`config.mk`:
```
export PLATFORM = sky130hd
export DESIGN_NAME = mlcp_dot_accel
export DESIGN_NICKNAME = d
export VERILOG_FILES = /design/src/rtl/mlcp_dot_accel.sv
export SDC_FILE = /design/constraint.sdc
export NUM_CORES = 2
export LEC_CHECK = 0
export BUFFER_PORTS_ARGS = -buffer_cell sky130_fd_sc_hd__buf_2
export CAP_MARGIN = 20
export CORE_MARGIN = 2
export CORE_UTILIZATION = 45
export CTS_BUF_LIST = sky130_fd_sc_hd__clkbuf_4 sky130_fd_sc_hd__clkbuf_8
export DETAILED_ROUTE_END_ITERATION = 7
export GPL_TIMING_DRIVEN = 0
export PLACE_DENSITY_LB_ADDON = 0.3
export SLEW_MARGIN = 20
export SYNTH_ARGS = -nofsm -noshare
export SYNTH_HDL_FRONTEND = slang
export SYNTH_SLANG_ARGS = --single-unit
```
`constraint.sdc`:
```
create_clock -name clk -period 14.5 [get_ports clk]
set_clock_uncertainty 0.1 [all_clocks]
set_input_delay 2.9 -clock clk [delete_from_list [all_inputs] [get_ports clk]]
set_output_delay 2.9 -clock clk [all_outputs]
set_load 0.02 [all_outputs]
```
`src/rtl/mlcp_dot_accel.sv`:
```
// rtl/mlcp_dot_accel.sv - memory-mapped signed int16 dot-product accelerator
// Two-stage multiply/accumulate pipeline fed from A/B vector buffers, one element per cycle.
module mlcp_dot_accel #(
    parameter int DEPTH = 16,
    parameter int LW    = $clog2(DEPTH) + 1
) (
    input  logic        clk,
    input  logic        rst,
    input  logic        cp_sel,
    input  logic        cp_we,
    input  logic        cp_re,
    input  logic [7:0]  cp_addr,
    input  logic [31:0] cp_wdata,
    output logic [31:0] cp_rdata,
    output logic        irq
);

    localparam int IW = $clog2(DEPTH);
    localparam logic [LW-1:0] DEPTH_L = LW'(DEPTH);
    localparam logic [4:0]    DEPTH_5 = 5'(DEPTH);

    typedef enum logic [1:0] {
        IDLE  = 2'd0,
        RUN   = 2'd1,
        DRAIN = 2'd2
    } state_t;

    state_t         state_q, state_d;
    logic [LW-1:0]  len_q, len_d;
    logic [IW-1:0]  idx_q, idx_d;
    logic [31:0]    acc_q, acc_d;
    logic [31:0]    prod_q, prod_d;
    logic [31:0]    result_q, result_d;
    logic           pvalid_q, pvalid_d;
    logic           done_q, done_d;
    logic           ie_q, ie_d;
    logic           ovf_q, ovf_d;

    // Vector buffers are deliberately not reset so their contents survive rst.
    logic [15:0]    a_q [DEPTH];
    logic [15:0]    b_q [DEPTH];

    logic           wr, rd, busy;
    logic           ctrl_wr, len_wr, a_hit, b_hit, start_ok, last_elem;
    logic [IW-1:0]  buf_idx;
    logic [LW-1:0]  len_m1;
    logic [31:0]    a_ext, b_ext, prod_new, sum, rdata;
    logic           sum_ovf;

    assign wr       = cp_sel & cp_we;
    assign rd       = cp_sel & cp_re;
    assign busy     = (state_q == RUN) || (state_q == DRAIN);
    assign ctrl_wr  = wr && (cp_addr[7:2] == 6'h00);
    assign len_wr   = wr && (cp_addr[7:2] == 6'h02);
    assign buf_idx  = cp_addr[IW+1:2];
    assign a_hit    = (cp_addr[7:6] == 2'b01) && ({1'b0, cp_addr[5:2]} < DEPTH_5);
    assign b_hit    = (cp_addr[7:6] == 2'b10) && ({1'b0, cp_addr[5:2]} < DEPTH_5);
    assign start_ok = ctrl_wr && cp_wdata[0] && (state_q == IDLE);
    assign len_m1   = len_q - 1'b1;
    assign last_elem = ({1'b0, idx_q} == len_m1);

    assign a_ext    = {{16{a_q[idx_q][15]}}, a_q[idx_q]};
    assign b_ext    = {{16{b_q[idx_q][15]}}, b_q[idx_q]};
    // Low 32 bits of the sign-extended product equal the exact int16*int16 result.
    assign prod_new = a_ext * b_ext;
    assign sum      = acc_q + prod_q;
    assign sum_ovf  = (acc_q[31] == prod_q[31]) && (sum[31] != acc_q[31]);

    always_ff @(posedge clk) begin
        if (wr && a_hit && !busy) a_q[buf_idx] <= cp_wdata[15:0];
        if (wr && b_hit && !busy) b_q[buf_idx] <= cp_wdata[15:0];
    end

    always_ff @(posedge clk) begin
        if (rst) begin
            state_q  <= IDLE;
            len_q    <= '0;
            idx_q    <= '0;
            acc_q    <= '0;
            prod_q   <= '0;
            result_q <= '0;
            pvalid_q <= 1'b0;
            done_q   <= 1'b0;
            ie_q     <= 1'b0;
            ovf_q    <= 1'b0;
        end else begin
            state_q  <= state_d;
            len_q    <= len_d;
            idx_q    <= idx_d;
            acc_q    <= acc_d;
            prod_q   <= prod_d;
            result_q <= result_d;
            pvalid_q <= pvalid_d;
            done_q   <= done_d;
            ie_q     <= ie_d;
            ovf_q    <= ovf_d;
        end
    end

    always_comb begin
        state_d = state_q;
        case (state_q)
            IDLE:    if (start_ok && (len_q != '0)) state_d = RUN;
            RUN:     if (last_elem) state_d = DRAIN;
            DRAIN:   state_d = IDLE;
            default: state_d = IDLE;
        endcase
    end

    always_comb begin
        len_d    = len_q;
        idx_d    = idx_q;
        acc_d    = acc_q;
        prod_d   = prod_q;
        result_d = result_q;
        pvalid_d = pvalid_q;
        done_d   = done_q;
        ie_d     = ie_q;
        ovf_d    = ovf_q;

        if (ctrl_wr) begin
            ie_d = cp_wdata[2];
            if (cp_wdata[1]) done_d = 1'b0;
        end
        if (len_wr && !busy) begin
            len_d = (cp_wdata > 32'(DEPTH)) ? DEPTH_L : cp_wdata[LW-1:0];
        end

        // FSM effects come after clear_done so a completing run's done set wins.
        case (state_q)
            IDLE: begin
                if (start_ok) begin
                    ovf_d = 1'b0;
                    if (len_q == '0) begin
                        done_d   = 1'b1;
                        result_d = '0;
                    end else begin
                        done_d   = 1'b0;
                        acc_d    = '0;
                        idx_d    = '0;
                        pvalid_d = 1'b0;
                    end
                end
            end
            RUN: begin
                prod_d   = prod_new;
                pvalid_d = 1'b1;
                idx_d    = idx_q + 1'b1;
                if (pvalid_q) begin
                    acc_d = sum;
                    if (sum_ovf) ovf_d = 1'b1;
                end
            end
            DRAIN: begin
                result_d = sum;
                done_d   = 1'b1;
                pvalid_d = 1'b0;
                if (sum_ovf) ovf_d = 1'b1;
            end
            default: ;
        endcase
    end

    always_comb begin
        rdata = '0;
        case (cp_addr[7:2])
            6'h01:   rdata = {28'd0, ovf_q, ie_q, done_q, busy};
            6'h02:   rdata = 32'(len_q);
            6'h03:   rdata = result_q;
            default: begin
                if (a_hit) rdata = {{16{a_q[buf_idx][15]}}, a_q[buf_idx]};
                if (b_hit) rdata = {{16{b_q[buf_idx][15]}}, b_q[buf_idx]};
            end
        endcase
    end

    assign cp_rdata = rd ? rdata : 32'd0;
    assign irq      = done_q & ie_q;

endmodule

```
==> flow_summary.toml <==
[setup_path]
cp_max_fo = 10
r2r_slack_ns = 4.63
cp-start-kind = "flop"
critPathMaxStageDelay_ns = 0.83
cp.required_ns = 15.06
cp_slowest_cell = "clkbuf_1"
critPathKind = "reg2reg"
cp_common_cell = "fa_1"
endpoint_kind = "flop"
cp.arrival_ns = 10.43

[synthesis]
yosys-top-cells-area = "edfxtp_1, mux4_2, fa_1"
synthArstFlopShare = 0
synthesis.area_sq_um = 39600
yosys_register_bits = 627
syn_area_per_cell_sq_um = 13.51
synth.cells.most_frequent = "edfxtp_1, inv_1, nor2_1"
yosysMostFrequentCell = "edfxtp_1"
syn_inst = 2931
synth_edf_count = 512
synth_top_cell_area_share = 0.3882
yosysSeqAreaShare = 0.4463
syn_nets = 3358
ys_types = 84
synth_top_cell_by_area = "edfxtp_1"
yosysWarnings = 0
synth_ff_type = "edfxtp_1"

[floorplanning]
die-area_sq_um = 90400
chipWidth_um = 300.7
io_pins = 78
die_h_um = 300.7
rows = 108
fp.coreArea_sq_um = 87020
initial_utilization = 0.4551

[cts]
clock_path_buffers = 3
cts_made_buffers = 98
clk_pin_slew_ns = 0.07
cts_tree = "yes"
htreeDepth = 3
cts_num_sinks = 627
clock_latency_ns = 0.76
hold_buffers = 0
cts_resized = 0
cts_setup_buffers = 0
root_buffer = "clkbuf_8"

[sta]
hold_viol = 0
fmax_mhz = 101.3
finalSetupTns_ns = 0
fin_hold_ws_ns = 0.3863
slew_headroom = 0.2347
slew_violations = 0
setup_viol = 0
worstMarginPinSlew_ns = 1.148
fin_crit_ns = 9.872
rsz0062_at_grt = "no"
fin_crit_sh = 0.6808

[route]
vias = 26260
route.detailed.drc = 0
drtIter0Drc = 2920
viasPerCell = 6.034
drt_wl_total_mm = 117.0
first_pass_iters = 5
antenna_left = 0
routedWlPerCell_um = 26.88

[global_route]
grt_usage = 0.2614
grt_max_degree = 38
grt_overflow_total = 0
antenna_found_initial = 3
grt_pass1_wl_mm = 171.7
first_global_vias = 26717

[run]
maxCapViolations = 0

[worst_hold_path]
hold_class = "reg2reg"

[power_and_ir_drop]
p_per_area_nw_per_um2 = 206.4
total_leakage_power_nw = 16.20
peakVddDrop_mv = 0.8320

[placed_design]
gp_congestion = 0.9098
place_hpwl_mm = 83.33
portBuffers = 73

[finish]
area_growth_pct = 10.71
finalNetCount = 3540
drive_above_1_share = 0.2188

[status]
outcome = "completed"
## flip-flops by register name (all words and copies together), names as in the netlist, named ones only
name      cells
b_q         256
prod_q       32
len_q         5
pvalid_q      1
state_q       2
ovf_q         1
acc_q        32
result_q     32
idx_q         4
ie_q          1
a_q         256
done_q        1
## layout make-up
type                            count  area, sq um
Antenna cell                        2        5.005
Buffer                            154        693.2
Clock buffer                      129         1619
Clock inverter                     53        481.7
Fill cell                        7569        43180
Inverter                          353         1325
Multi-Input combinational cell   1797        20130
Sequential cell                   627        17680
Tap cell                         1155         1445
Timing Repair Buffer               82        466.7
## stage by stage
stage | setup slack [ns] | std cells | total power [mW] | cell area, sq um | util
after detailed placement | 4.712 | 4165 | 7.495 | 41710 | 0.4793
after global routing | 4.361 | 4351 | 9.752 | 43840 | 0.5038
after global placement | 4.746 | 4159 | 7.454 | 41410 | 0.4759
final | 4.628 | 4352 | 9.052 | 43850 | 0.5039
after floorplan | 6.585 | 2931 | 5.994 | 39600 | -
after CTS | 4.703 | 4347 | 9.103 | 43810 | 0.5034
## cells by family (layout without fill, tap and decap cells)
logic type                 after synthesis  count (layout)  synth area share
and+or+nand+nor                        626             626           0.06821
adders and majority gates              382             382            0.1705
AOI/OAI and AO/OA                      365             365           0.06423
xor gates and xnor gates                56              56           0.01276
DFF                                    627             627            0.4463
buffers and inverters                  507             771           0.05086
muxes                                  368             368            0.1871
other                                    0               2                 0
## cell usage in the layout (no fill, tap or decap), types with 39 or more instances in the layout
cell type	instances
ha_1	119
xnor2_1	39
mux2i_1	46
nor2_1	278
inv_1	352
a22oi_1	73
edfxtp_1	512
clkbuf_1	77
nand2_1	175
a21oi_1	86
fa_1	263
buf_2	131
clkbuf_8	104
mux4_2	295
dfxtp_1	115
## critical path, delay by kind of cell, from the launching register on
kind | cells | cell delay (ns)
AND/OR/NAND/NOR | 3 | 0.30
AO/OA/AOI/OAI | 9 | 2.25
buffers and inverters | 9 | 2.65
multiplexers | 2 | 0.76
adder cells (fa/ha/maj) | 7 | 3.37
flip-flops | 1 | 0.38
## path summary, 6_finish.rpt
kind	startpoint	endpoint	depth (start not counted)
setup / recovery	flop	prod_q[31]$_SDFFE_PP0P_	30
hold / removal	ovf_q$_SDFFE_PP0P_	ovf_q$_SDFFE_PP0P_	2
setup reg to reg	flop	prod_q[31]$_SDFFE_PP0P_	30
hold reg to reg	ovf_q$_SDFFE_PP0P_	ovf_q$_SDFFE_PP0P_	2
## report_power, final
part           internal, mW  total, mW  switching [mW]
combinational          2.24       5.44            3.20
sequential             1.98       2.00          0.0218
clock                 0.851       1.61           0.758
## layer usage
layer  share of wire  global-route usage
met4           0.043              0.1053
met5         0.00011                   0
met2            0.47              0.4149
met3           0.097             0.06147
met1            0.39              0.3491
Note: power is estimated with default switching activity, not from simulation.
